## src/rtl/pipelined_control_unit_pkg.sv

```systemverilog
// Shared encodings for the decode-stage control unit: instruction modes, opcodes,
// ALU commands and ARM condition codes.
package pipelined_control_unit_pkg;

  typedef enum logic [1:0] {
    ModeArith  = 2'b00,
    ModeMem    = 2'b01,
    ModeBranch = 2'b10,
    ModeRsvd   = 2'b11
  } mode_e;

  localparam logic [3:0] OpAnd = 4'b0000;
  localparam logic [3:0] OpEor = 4'b0001;
  localparam logic [3:0] OpSub = 4'b0010;
  localparam logic [3:0] OpAdd = 4'b0100;
  localparam logic [3:0] OpAdc = 4'b0101;
  localparam logic [3:0] OpSbc = 4'b0110;
  localparam logic [3:0] OpTst = 4'b1000;
  localparam logic [3:0] OpCmp = 4'b1010;
  localparam logic [3:0] OpOrr = 4'b1100;
  localparam logic [3:0] OpMov = 4'b1101;
  localparam logic [3:0] OpMvn = 4'b1111;

  typedef enum logic [3:0] {
    CmdNop = 4'b0000,
    CmdMov = 4'b0001,
    CmdAdd = 4'b0010,
    CmdAdc = 4'b0011,
    CmdSub = 4'b0100,
    CmdSbc = 4'b0101,
    CmdAnd = 4'b0110,
    CmdOrr = 4'b0111,
    CmdEor = 4'b1000,
    CmdMvn = 4'b1001
  } alu_cmd_e;

  typedef enum logic [3:0] {
    CondEq = 4'b0000, CondNe = 4'b0001, CondCs = 4'b0010, CondCc = 4'b0011,
    CondMi = 4'b0100, CondPl = 4'b0101, CondVs = 4'b0110, CondVc = 4'b0111,
    CondHi = 4'b1000, CondLs = 4'b1001, CondGe = 4'b1010, CondLt = 4'b1011,
    CondGt = 4'b1100, CondLe = 4'b1101, CondAl = 4'b1110, CondNv = 4'b1111
  } cond_e;

endpackage

```

## src/rtl/pipelined_control_unit_cond_check.sv

```systemverilog
// Combinational ARM condition-code evaluation against the current {N,Z,C,V}.
module pipelined_control_unit_cond_check
  import pipelined_control_unit_pkg::*;
(
  input  logic [3:0] cond_i,
  input  logic [3:0] status_i,
  output logic       pass_o
);

  logic n, z, c, v;
  assign {n, z, c, v} = status_i;

  always_comb begin
    pass_o = 1'b0;
    case (cond_e'(cond_i))
      CondEq:  pass_o = z;
      CondNe:  pass_o = !z;
      CondCs:  pass_o = c;
      CondCc:  pass_o = !c;
      CondMi:  pass_o = n;
      CondPl:  pass_o = !n;
      CondVs:  pass_o = v;
      CondVc:  pass_o = !v;
      CondHi:  pass_o = c & !z;
      CondLs:  pass_o = !c | z;
      CondGe:  pass_o = (n == v);
      CondLt:  pass_o = (n != v);
      CondGt:  pass_o = !z & (n == v);
      CondLe:  pass_o = z | (n != v);
      CondAl:  pass_o = 1'b1;
      default: pass_o = 1'b0;
    endcase
  end

endmodule

```

## src/rtl/pipelined_control_unit.sv

```systemverilog
// Decode-stage control unit: decodes the IF/ID instruction into a registered ID/EX control
// word, with condition evaluation, status-flag hazard interlock and branch-shadow squashing.
module pipelined_control_unit
  import pipelined_control_unit_pkg::*;
#(
  parameter int unsigned CMD_W         = 4,
  parameter int unsigned FLAG_LAT      = 1,
  parameter int unsigned BRANCH_SHADOW = 1
) (
  input  logic             clk,
  input  logic             rst_n,
  input  logic             valid_in,
  input  logic [3:0]       cond,
  input  logic [1:0]       mode,
  input  logic [3:0]       op_code,
  input  logic             s_in,
  input  logic [3:0]       status_in,
  input  logic             stall_in,
  input  logic             flush_in,
  output logic             ready_out,
  output logic             valid_out,
  output logic [CMD_W-1:0] exec_cmd,
  output logic             mem_r_en,
  output logic             mem_w_en,
  output logic             wb_en,
  output logic             s_out,
  output logic             b,
  output logic             illegal_out
);

  alu_cmd_e dec_cmd;
  logic dec_mr, dec_mw, dec_wb, dec_s, dec_b, dec_ill;

  always_comb begin
    dec_cmd = CmdNop;
    dec_mr  = 1'b0;
    dec_mw  = 1'b0;
    dec_wb  = 1'b0;
    dec_s   = 1'b0;
    dec_b   = 1'b0;
    dec_ill = 1'b0;
    case (mode_e'(mode))
      ModeArith: begin
        dec_wb = 1'b1;
        dec_s  = s_in;
        case (op_code)
          OpMov: dec_cmd = CmdMov;
          OpMvn: dec_cmd = CmdMvn;
          OpAdd: dec_cmd = CmdAdd;
          OpAdc: dec_cmd = CmdAdc;
          OpSub: dec_cmd = CmdSub;
          OpSbc: dec_cmd = CmdSbc;
          OpAnd: dec_cmd = CmdAnd;
          OpOrr: dec_cmd = CmdOrr;
          OpEor: dec_cmd = CmdEor;
          OpCmp: begin dec_cmd = CmdSub; dec_wb = 1'b0; dec_s = 1'b1; end
          OpTst: begin dec_cmd = CmdAnd; dec_wb = 1'b0; dec_s = 1'b1; end
          default: begin dec_wb = 1'b0; dec_s = 1'b0; dec_ill = 1'b1; end
        endcase
      end
      ModeMem: begin
        dec_cmd = CmdAdd;
        dec_mr  = s_in;
        dec_mw  = !s_in;
        dec_wb  = s_in;
      end
      ModeBranch: dec_b = 1'b1;
      default:    dec_ill = 1'b1;
    endcase
  end

  logic pass;
  pipelined_control_unit_cond_check u_cond_check (
    .cond_i   (cond),
    .status_i (status_in),
    .pass_o   (pass)
  );

  logic [1:0] pend_q, pend_d, shd_q, shd_d;
  logic       pend_busy, shd_busy, hazard, accept, squash, issue;

  assign pend_busy = (pend_q != 2'd0);
  assign shd_busy  = (shd_q != 2'd0);
  // A squashed instruction never executes, so it cannot be a flag hazard.
  assign hazard    = valid_in & (cond != CondAl) & pend_busy & !shd_busy;
  assign ready_out = !stall_in & !hazard;
  assign accept    = valid_in & ready_out & !flush_in;
  assign squash    = accept & shd_busy;
  assign issue     = accept & !squash & pass & !dec_ill;

  logic             valid_q, valid_d, mr_q, mr_d, mw_q, mw_d, wb_q, wb_d;
  logic             s_q, s_d, b_q, b_d, ill_q, ill_d;
  logic [CMD_W-1:0] cmd_q, cmd_d;

  always_comb begin
    valid_d = valid_q;
    cmd_d   = cmd_q;
    mr_d    = mr_q;
    mw_d    = mw_q;
    wb_d    = wb_q;
    s_d     = s_q;
    b_d     = b_q;
    ill_d   = 1'b0;
    pend_d  = pend_q;
    shd_d   = shd_q;
    if (flush_in) begin
      valid_d = 1'b0;
      cmd_d   = '0;
      mr_d    = 1'b0;
      mw_d    = 1'b0;
      wb_d    = 1'b0;
      s_d     = 1'b0;
      b_d     = 1'b0;
      shd_d   = 2'd0;
    end else if (!stall_in) begin
      valid_d = issue;
      cmd_d   = issue ? CMD_W'(dec_cmd) : '0;
      mr_d    = issue & dec_mr;
      mw_d    = issue & dec_mw;
      wb_d    = issue & dec_wb;
      s_d     = issue & dec_s;
      b_d     = issue & dec_b;
      ill_d   = accept & !squash & dec_ill;
      if (issue && dec_s) pend_d = 2'(FLAG_LAT);
      else if (pend_busy) pend_d = pend_q - 2'd1;
      if (squash)              shd_d = shd_q - 2'd1;
      else if (issue && dec_b) shd_d = 2'(BRANCH_SHADOW);
    end
  end

  always_ff @(posedge clk or negedge rst_n) begin
    if (!rst_n) begin
      valid_q <= 1'b0;
      cmd_q   <= '0;
      mr_q    <= 1'b0;
      mw_q    <= 1'b0;
      wb_q    <= 1'b0;
      s_q     <= 1'b0;
      b_q     <= 1'b0;
      ill_q   <= 1'b0;
      pend_q  <= 2'd0;
      shd_q   <= 2'd0;
    end else begin
      valid_q <= valid_d;
      cmd_q   <= cmd_d;
      mr_q    <= mr_d;
      mw_q    <= mw_d;
      wb_q    <= wb_d;
      s_q     <= s_d;
      b_q     <= b_d;
      ill_q   <= ill_d;
      pend_q  <= pend_d;
      shd_q   <= shd_d;
    end
  end

  assign valid_out   = valid_q;
  assign exec_cmd    = cmd_q;
  assign mem_r_en    = mr_q;
  assign mem_w_en    = mw_q;
  assign wb_en       = wb_q;
  assign s_out       = s_q;
  assign b           = b_q;
  assign illegal_out = ill_q;

endmodule
```

## config.mk

```make
export PLATFORM = sky130hd
export DESIGN_NAME = pipelined_control_unit
export DESIGN_NICKNAME = d
export VERILOG_FILES = /design/src/rtl/pipelined_control_unit_pkg.sv /design/src/rtl/pipelined_control_unit_cond_check.sv /design/src/rtl/pipelined_control_unit.sv
export SDC_FILE = /design/constraint.sdc
export NUM_CORES = 1
export LEC_CHECK = 0
export CAP_MARGIN = 20
export CORE_MARGIN = 2
export CORE_UTILIZATION = 45
export DETAILED_ROUTE_END_ITERATION = 12
export PLACE_DENSITY_LB_ADDON = 0.1
export SLEW_MARGIN = 20
export SYNTH_ARGS = -nofsm -noshare
export SYNTH_HDL_FRONTEND = slang
export SYNTH_HIERARCHICAL = 1
export SYNTH_SLANG_ARGS = --single-unit
```

## constraint.sdc

```tcl
create_clock -name clk -period 2.07 [get_ports clk]
set_clock_uncertainty 0.2 [all_clocks]
set_input_delay 0.207 -clock clk [delete_from_list [all_inputs] [get_ports clk]]
set_output_delay 0.207 -clock clk [all_outputs]
set_load 0.01 [all_outputs]
```

==> run metrics, run 1 <==
outcome completed; post-synthesis sequential area ratio 0.337; number of max-cap violations 0; clk sink count 15; DIE AREA 2890 um^2; Util after Layout 0.680; Post-CTS Setup Bufs 0; Root Driver clkbuf_4; register area 375 um^2; CP endpoint kind register; P&R area growth vs syn 47.4%; share of cells above drive strength 1 0.210; post-layout worst setup margin 0.0693 ns; final setup fails 0; Distinct cells, synth 48; GP Congestion 0.819; worst slew pin tran 0.641 ns; CORE AREA 2410 um^2; CP startpoint kind input pin; vias in the first global route 1074; DR WL/cell 12.8 um; Hold Path Class input pin to asynchronous set/reset pin; placed cell areas 1580 um^2; initial antenna violation count 0; dpl hpwl 2.15 mm; starting density of the core 0.462; cell area after layout 1640 um^2; antenna viol nets, final 0; DRC Markers 0; Worst Path Arrival 2.00 ns; worst skew pair latency 0.28 ns; clock buffer depth 2; Ys Warns 6; Pins Over Slew Limit 0; worst reg2reg startpoint pend_q[0]; width of the die 53.7 um; Critical Path Fanout Max 7; Post-Syn Area 1110 um^2; first-pass GRT wire length 4.35 mm; period utilisation layout 0.967; r2r setup slk 0.16 ns; Boundary Pins 32; Placed Cells 202; LEAKAGE 0.767 nW; post-route setup TNS 0 ns; # rows 18; TritonCTS clock tree yes; maximum vdd drop 0.340 mV; Achievable Freq 500 MHz; grt total ovfl 0; Final Non-Filler Cells 206; total clock buffers created by CTS 3; async set or reset register ratio after synthesis 1.00; commonest cells after routing, fill and taps aside 23 x clkdlybuf4s50_1, 23 x buf_4, 15 x dfrtp_1, 13 x nand2_1, 10 x inv_1; Nets 202; height of the chip 53.7 um; clock slew at reported path FFs 0.09 ns; Port Buffer Count 31; cells after synthesis 127; Synth Register Bits 15; Total Wirelength 2.64 mm; largest net degree at the start of global routing 16; vias per inst 5.47; Vias 1127; drt first pass iters 4; H-Tree Depth 1; 1st-iter DRT viols 22; Tot GR Track Use 0.206; Power Total 0.752 mW; power density over the cells 459 nW/um^2; worst hold-check slack 0.117 ns; n_diodes 0; fill cell total of the finished layout 221; Post-Syn Nets 152; worst reg2reg path depth 6; Worst Path Class, Setup input pin to register; Main synth FF type dfrtp_1; multi-input logic area 684 um^2; Fin. Hold Viols 0; worst flop-to-flop path endpoint mem_r_en; Worst EP required 2.07 ns; Post-synth EDFFs 0; relative slew slack 0.571; Mean Syn Cell Area 8.76 um^2; dpl ws -0.517 ns; Tmin final 2.00 ns
## logic make-up after synthesis
kind of cell	count (synthesis)	synth area share
simple gates	47	0.240
compound gates	36	0.233
buf+inv	19	0.0821
flops	15	0.337
fa+ha+maj	5	0.0562
xor+xnor	4	0.0383
mux	1	0.0135
## sequential cells by signal (all words and copies together) (netlist names)
| register | count |
|---|---|
| wb_en | 1 |
| mem_r_en | 1 |
| shd_q | 2 |
| s_out | 1 |
| b | 1 |
| pend_q | 2 |
| mem_w_en | 1 |
| illegal_out | 1 |
| exec_cmd | 4 |
| valid_out | 1 |
## area by class of cell
type                            count  share of cell area
Sequential cell                    15               0.229
Tap cell                           30              0.0229
Clock inverter                      1             0.00305
Clock buffer                        3              0.0137
Multi-Input combinational cell     93               0.418
Timing Repair Buffer               54               0.291
Inverter                           10              0.0229
## where the power goes
group / total, mW / switching, mW / leakage (nW) / internal, mW
clock network: 0.162 / 0.0908 / 0.0177 / 0.0716
registers: 0.329 / 0.0145 / 0.204 / 0.315
logic: 0.260 / 0.121 / 0.545 / 0.140
total: 0.752 / 0.226 / 0.767 / 0.526
## worst max-delay path, cell delays in order
cell	delay [ns]
clkdlybuf4s50_1	0.50
nor2b_4	0.18
a22oi_1	0.11
nor3_1	0.17
a211o_1	0.15
or3b_1	0.37
buf_4	0.17
o21ai_1	0.14
## synth_stat cells, types with 2 or more instances
master	n	area [um^2]
nor2_1	5	18.8
a211o_1	3	26.3
a21oi_1	5	25.0
xnor2_1	2	17.5
nand2_1	13	48.8
nand2b_1	5	31.3
inv_1	10	37.5
dfrtp_1	15	375
nor3b_1	2	15.0
nor2b_1	5	31.3
ha_1	5	62.6
a32o_1	2	20.0
nor3_1	5	25.0
o21ai_0	9	45.0
buf_2	4	20.0
a31oi_1	2	12.5
o211ai_1	3	22.5
buf_4	2	15.0
## layer usage
layer / global-route usage / vias to the layer above / share of wire
met2: 0.370 / 37 / 0.53
met3: 0.0333 / 6 / 0.050
li1: - / 556 / -
met4: 0.103 / 0 / 0.020
met5: 0 / - / 0
met1: 0.234 / 528 / 0.40
## worst max path at each step
| stage | to | start | depth (start not counted) | slack, ns |
|---|---|---|---|---|
| detailed placement | mem_r_en | cond[2] | 8 | -0.52 |
| finish | mem_r_en | status_in[1] | 8 | 0.07 |
| CTS | mem_r_en | status_in[1] | 8 | 0.03 |
| floorplan | pend_q[1] | cond[3] | 8 | 0.02 |
| global placement | exec_cmd[0] | cond[2] | 8 | -0.44 |
| global route | mem_r_en | cond[2] | 8 | -0.03 |
## what timing repair did
action | in CTS | in global routing
hold buffers | 0 | 0
endpoints found under the setup margin | 14 | 8
gates resized for setup | 10 | 10
endpoints found under the hold margin | 0 | 0
pin swaps | 1 | 2
Note: power is estimated with default switching activity, not from simulation.
==> inputs of run 2 (changes only) <==
--- a/config.mk
+++ b/config.mk
@@ -10,7 +10,7 @@
 export CORE_UTILIZATION = 45
 export DETAILED_ROUTE_END_ITERATION = 12
 export PLACE_DENSITY_LB_ADDON = 0.1
-export SLEW_MARGIN = 20
+export SLEW_MARGIN = 10
 export SYNTH_ARGS = -nofsm -noshare
 export SYNTH_HDL_FRONTEND = slang
 export SYNTH_HIERARCHICAL = 1
==> results of run 2 <==
Same layout as run 1: the final DEF is identical, and so are final timing and power.
==> inputs of run 3 (changes only) <==
--- a/config.mk
+++ b/config.mk
@@ -6,7 +6,6 @@
 export NUM_CORES = 1
 export LEC_CHECK = 0
 export CAP_MARGIN = 20
-export CORE_MARGIN = 2
 export CORE_UTILIZATION = 45
 export DETAILED_ROUTE_END_ITERATION = 12
 export PLACE_DENSITY_LB_ADDON = 0.1
==> run metrics, run 3 (synthesized netlist as in run 1, its figures left out) <==
outcome completed; worst flop-to-flop path endpoint exec_cmd[2]; r2r setup slk 0.26 ns (+0.10 ns); DRC Markers 0 (unchanged); relative slew slack 0.573 (+0.00226); antenna viol nets, final 0 (unchanged); # rows 17 (-1); wire length on met3 63 um (-52%); dpl hpwl 1.98 mm (-7.9%); commonest cells after routing, fill and taps aside 24 x buf_4, 23 x clkdlybuf4s50_1, 15 x dfrtp_1, 13 x nand2_1, 10 x inv_1; TritonCTS clock tree yes; total clock buffers created by CTS 3 (unchanged); Total Wirelength 2.40 mm (-8.9%); worst skew pair latency 0.29 ns (about the same); vias in the first global route 986 (-8.2%); Vias 1083 (-3.9%); number of max-cap violations 0 (unchanged); vias per inst 5.26 (-3.9%); worst slew pin tran 0.638 ns (-0.00339 ns); Setup crit start status_in[1]; Util after Layout 0.726 (+0.0455); Met2 Wirelength 1.16 mm (-17%); initial antenna violation count 0 (unchanged); Top Layer Used met4; CORE AREA 2280 um^2 (-5.6%); worst hold-check slack 0.105 ns (-0.0117 ns); H-Tree Depth 1 (unchanged); Critical Path Fanout Max 3 (-4); worst reg2reg path depth 6 (unchanged); clock slew at reported path FFs 0.08 ns (about the same); Worst EP required 2.05 ns (-0.02 ns); Achievable Freq 502 MHz (+0.38%); RSZ-0062 raised after global routing false; largest net degree at the start of global routing 16 (unchanged); n_diodes 0 (unchanged); Fin. Hold Viols 0 (unchanged); CP startpoint kind input pin; share of cells above drive strength 1 0.219 (+0.00887); cell area after layout 1650 um^2 (+0.76%); post-route setup TNS 0 ns (unchanged); period utilisation layout 0.963 (-0.00370); drt first pass iters 4 (unchanged); maximum vdd drop 0.361 mV (+6.3%); GP Congestion 0.862 (+5.3%); width of the die 51.7 um (-3.7%); Nets 204 (+0.99%); Port Buffer Count 31 (unchanged); Worst Path Arrival 1.98 ns (-0.02 ns); final setup fails 0 (unchanged); CP endpoint kind register; placed cell areas 1590 um^2 (+0.79%); commonest non-fill, non-tap cell in the layout buf_4; Worst Path Class, Setup input pin to register; DIE AREA 2670 um^2 (-7.3%); P&R area growth vs syn 48.5%; Tot GR Track Use 0.199 (-0.00763); Met1 Wirelength 1.14 mm (+7.9%); height of the chip 51.7 um (-3.7%); clk sink count 15 (unchanged); clock buffer depth 2 (unchanged); starting density of the core 0.489 (+0.0272); Pins Over Slew Limit 0 (unchanged); CTS Hold Bufs 0 (unchanged); LEAKAGE 0.787 nW (+2.7%); Tmin final 1.99 ns (-0.00767 ns); first-pass GRT wire length 3.96 mm (-8.9%); Hold Path Class input pin to asynchronous set/reset pin; max reg flops 4 (unchanged); power density over the cells 457 nW/um^2 (-0.48%); worst reg2reg startpoint shd_q[0]; DR WL/cell 11.7 um (-8.9%); 1st-iter DRT viols 16 (-27%); Boundary Pins 32 (unchanged); Root Driver clkbuf_4; grt total ovfl 0 (unchanged)
## run 3: changes by cell type in the layout (fill, tap and decap cells not counted), moves of 2 or more
cell	before	now
o21ai_2	0	3
dlygate4sd2_1	7	5
dlymetal6s2s_1	1	3
o21ai_1	5	3
## run 3: worst max path at each step
stage	cells after the start	end	slack, ns
floorplan	8	pend_q[1]	0.02
global placement	8	mem_w_en	-0.41
detailed placement	8	exec_cmd[0]	-0.50
CTS	8	mem_r_en	0.007
global route	8	exec_cmd[1]	0.007
finish	7	pend_q[1]	0.08
## run 3: per-stage QoR
step	instances	setup slack, ns	total power [mW]
global route	206	0.00734	0.807
floorplan	127	0.0201	0.476
global placement	202	-0.414	0.585
finish	206	0.0770	0.754
detailed placement	202	-0.502	0.593
CTS	206	0.00683	0.758
## run 3: worst max-delay path, stage by stage
cell and delay, ns:
clkdlybuf4s50_1 0.43, nor2b_4 0.14, a221oi_2 0.26, a211o_1 0.13, a211o_1 0.15, or3b_4 0.39
o221a_1 0.26
## run 3: power breakdown
part / switching, mW / internal (mW) / leakage (nW) / total [mW]
registers: 0.0134 / 0.315 / 0.204 / 0.328
logic: 0.116 / 0.142 / 0.565 / 0.258
clock network: 0.0956 / 0.0720 / 0.0177 / 0.168
## run 3: repair_timing
item / in CTS / in global routing
gates resized for setup: 7 / 15
buffers inserted: 0 / 0
pin swaps: 0 / 3
setup endpoints to repair: 14 / 7
## run 3: final cells by class
type | count | area, um^2
tap | 28 | 35.0
sequential | 15 | 375
clock buffer | 3 | 22.5
inverter | 10 | 37.5
multi-input combinational | 93 | 673
clock inverter | 1 | 5.00
fill | 195 | 624
timing repair buffer | 56 | 503
## run 3: layer usage
layer / track usage / up-vias
li1: - / 559
met1: 0.252 / 499
met2: 0.338 / 21
met3: 0.0263 / 4
met4: 0.0811 / 0
met5: 0 / -
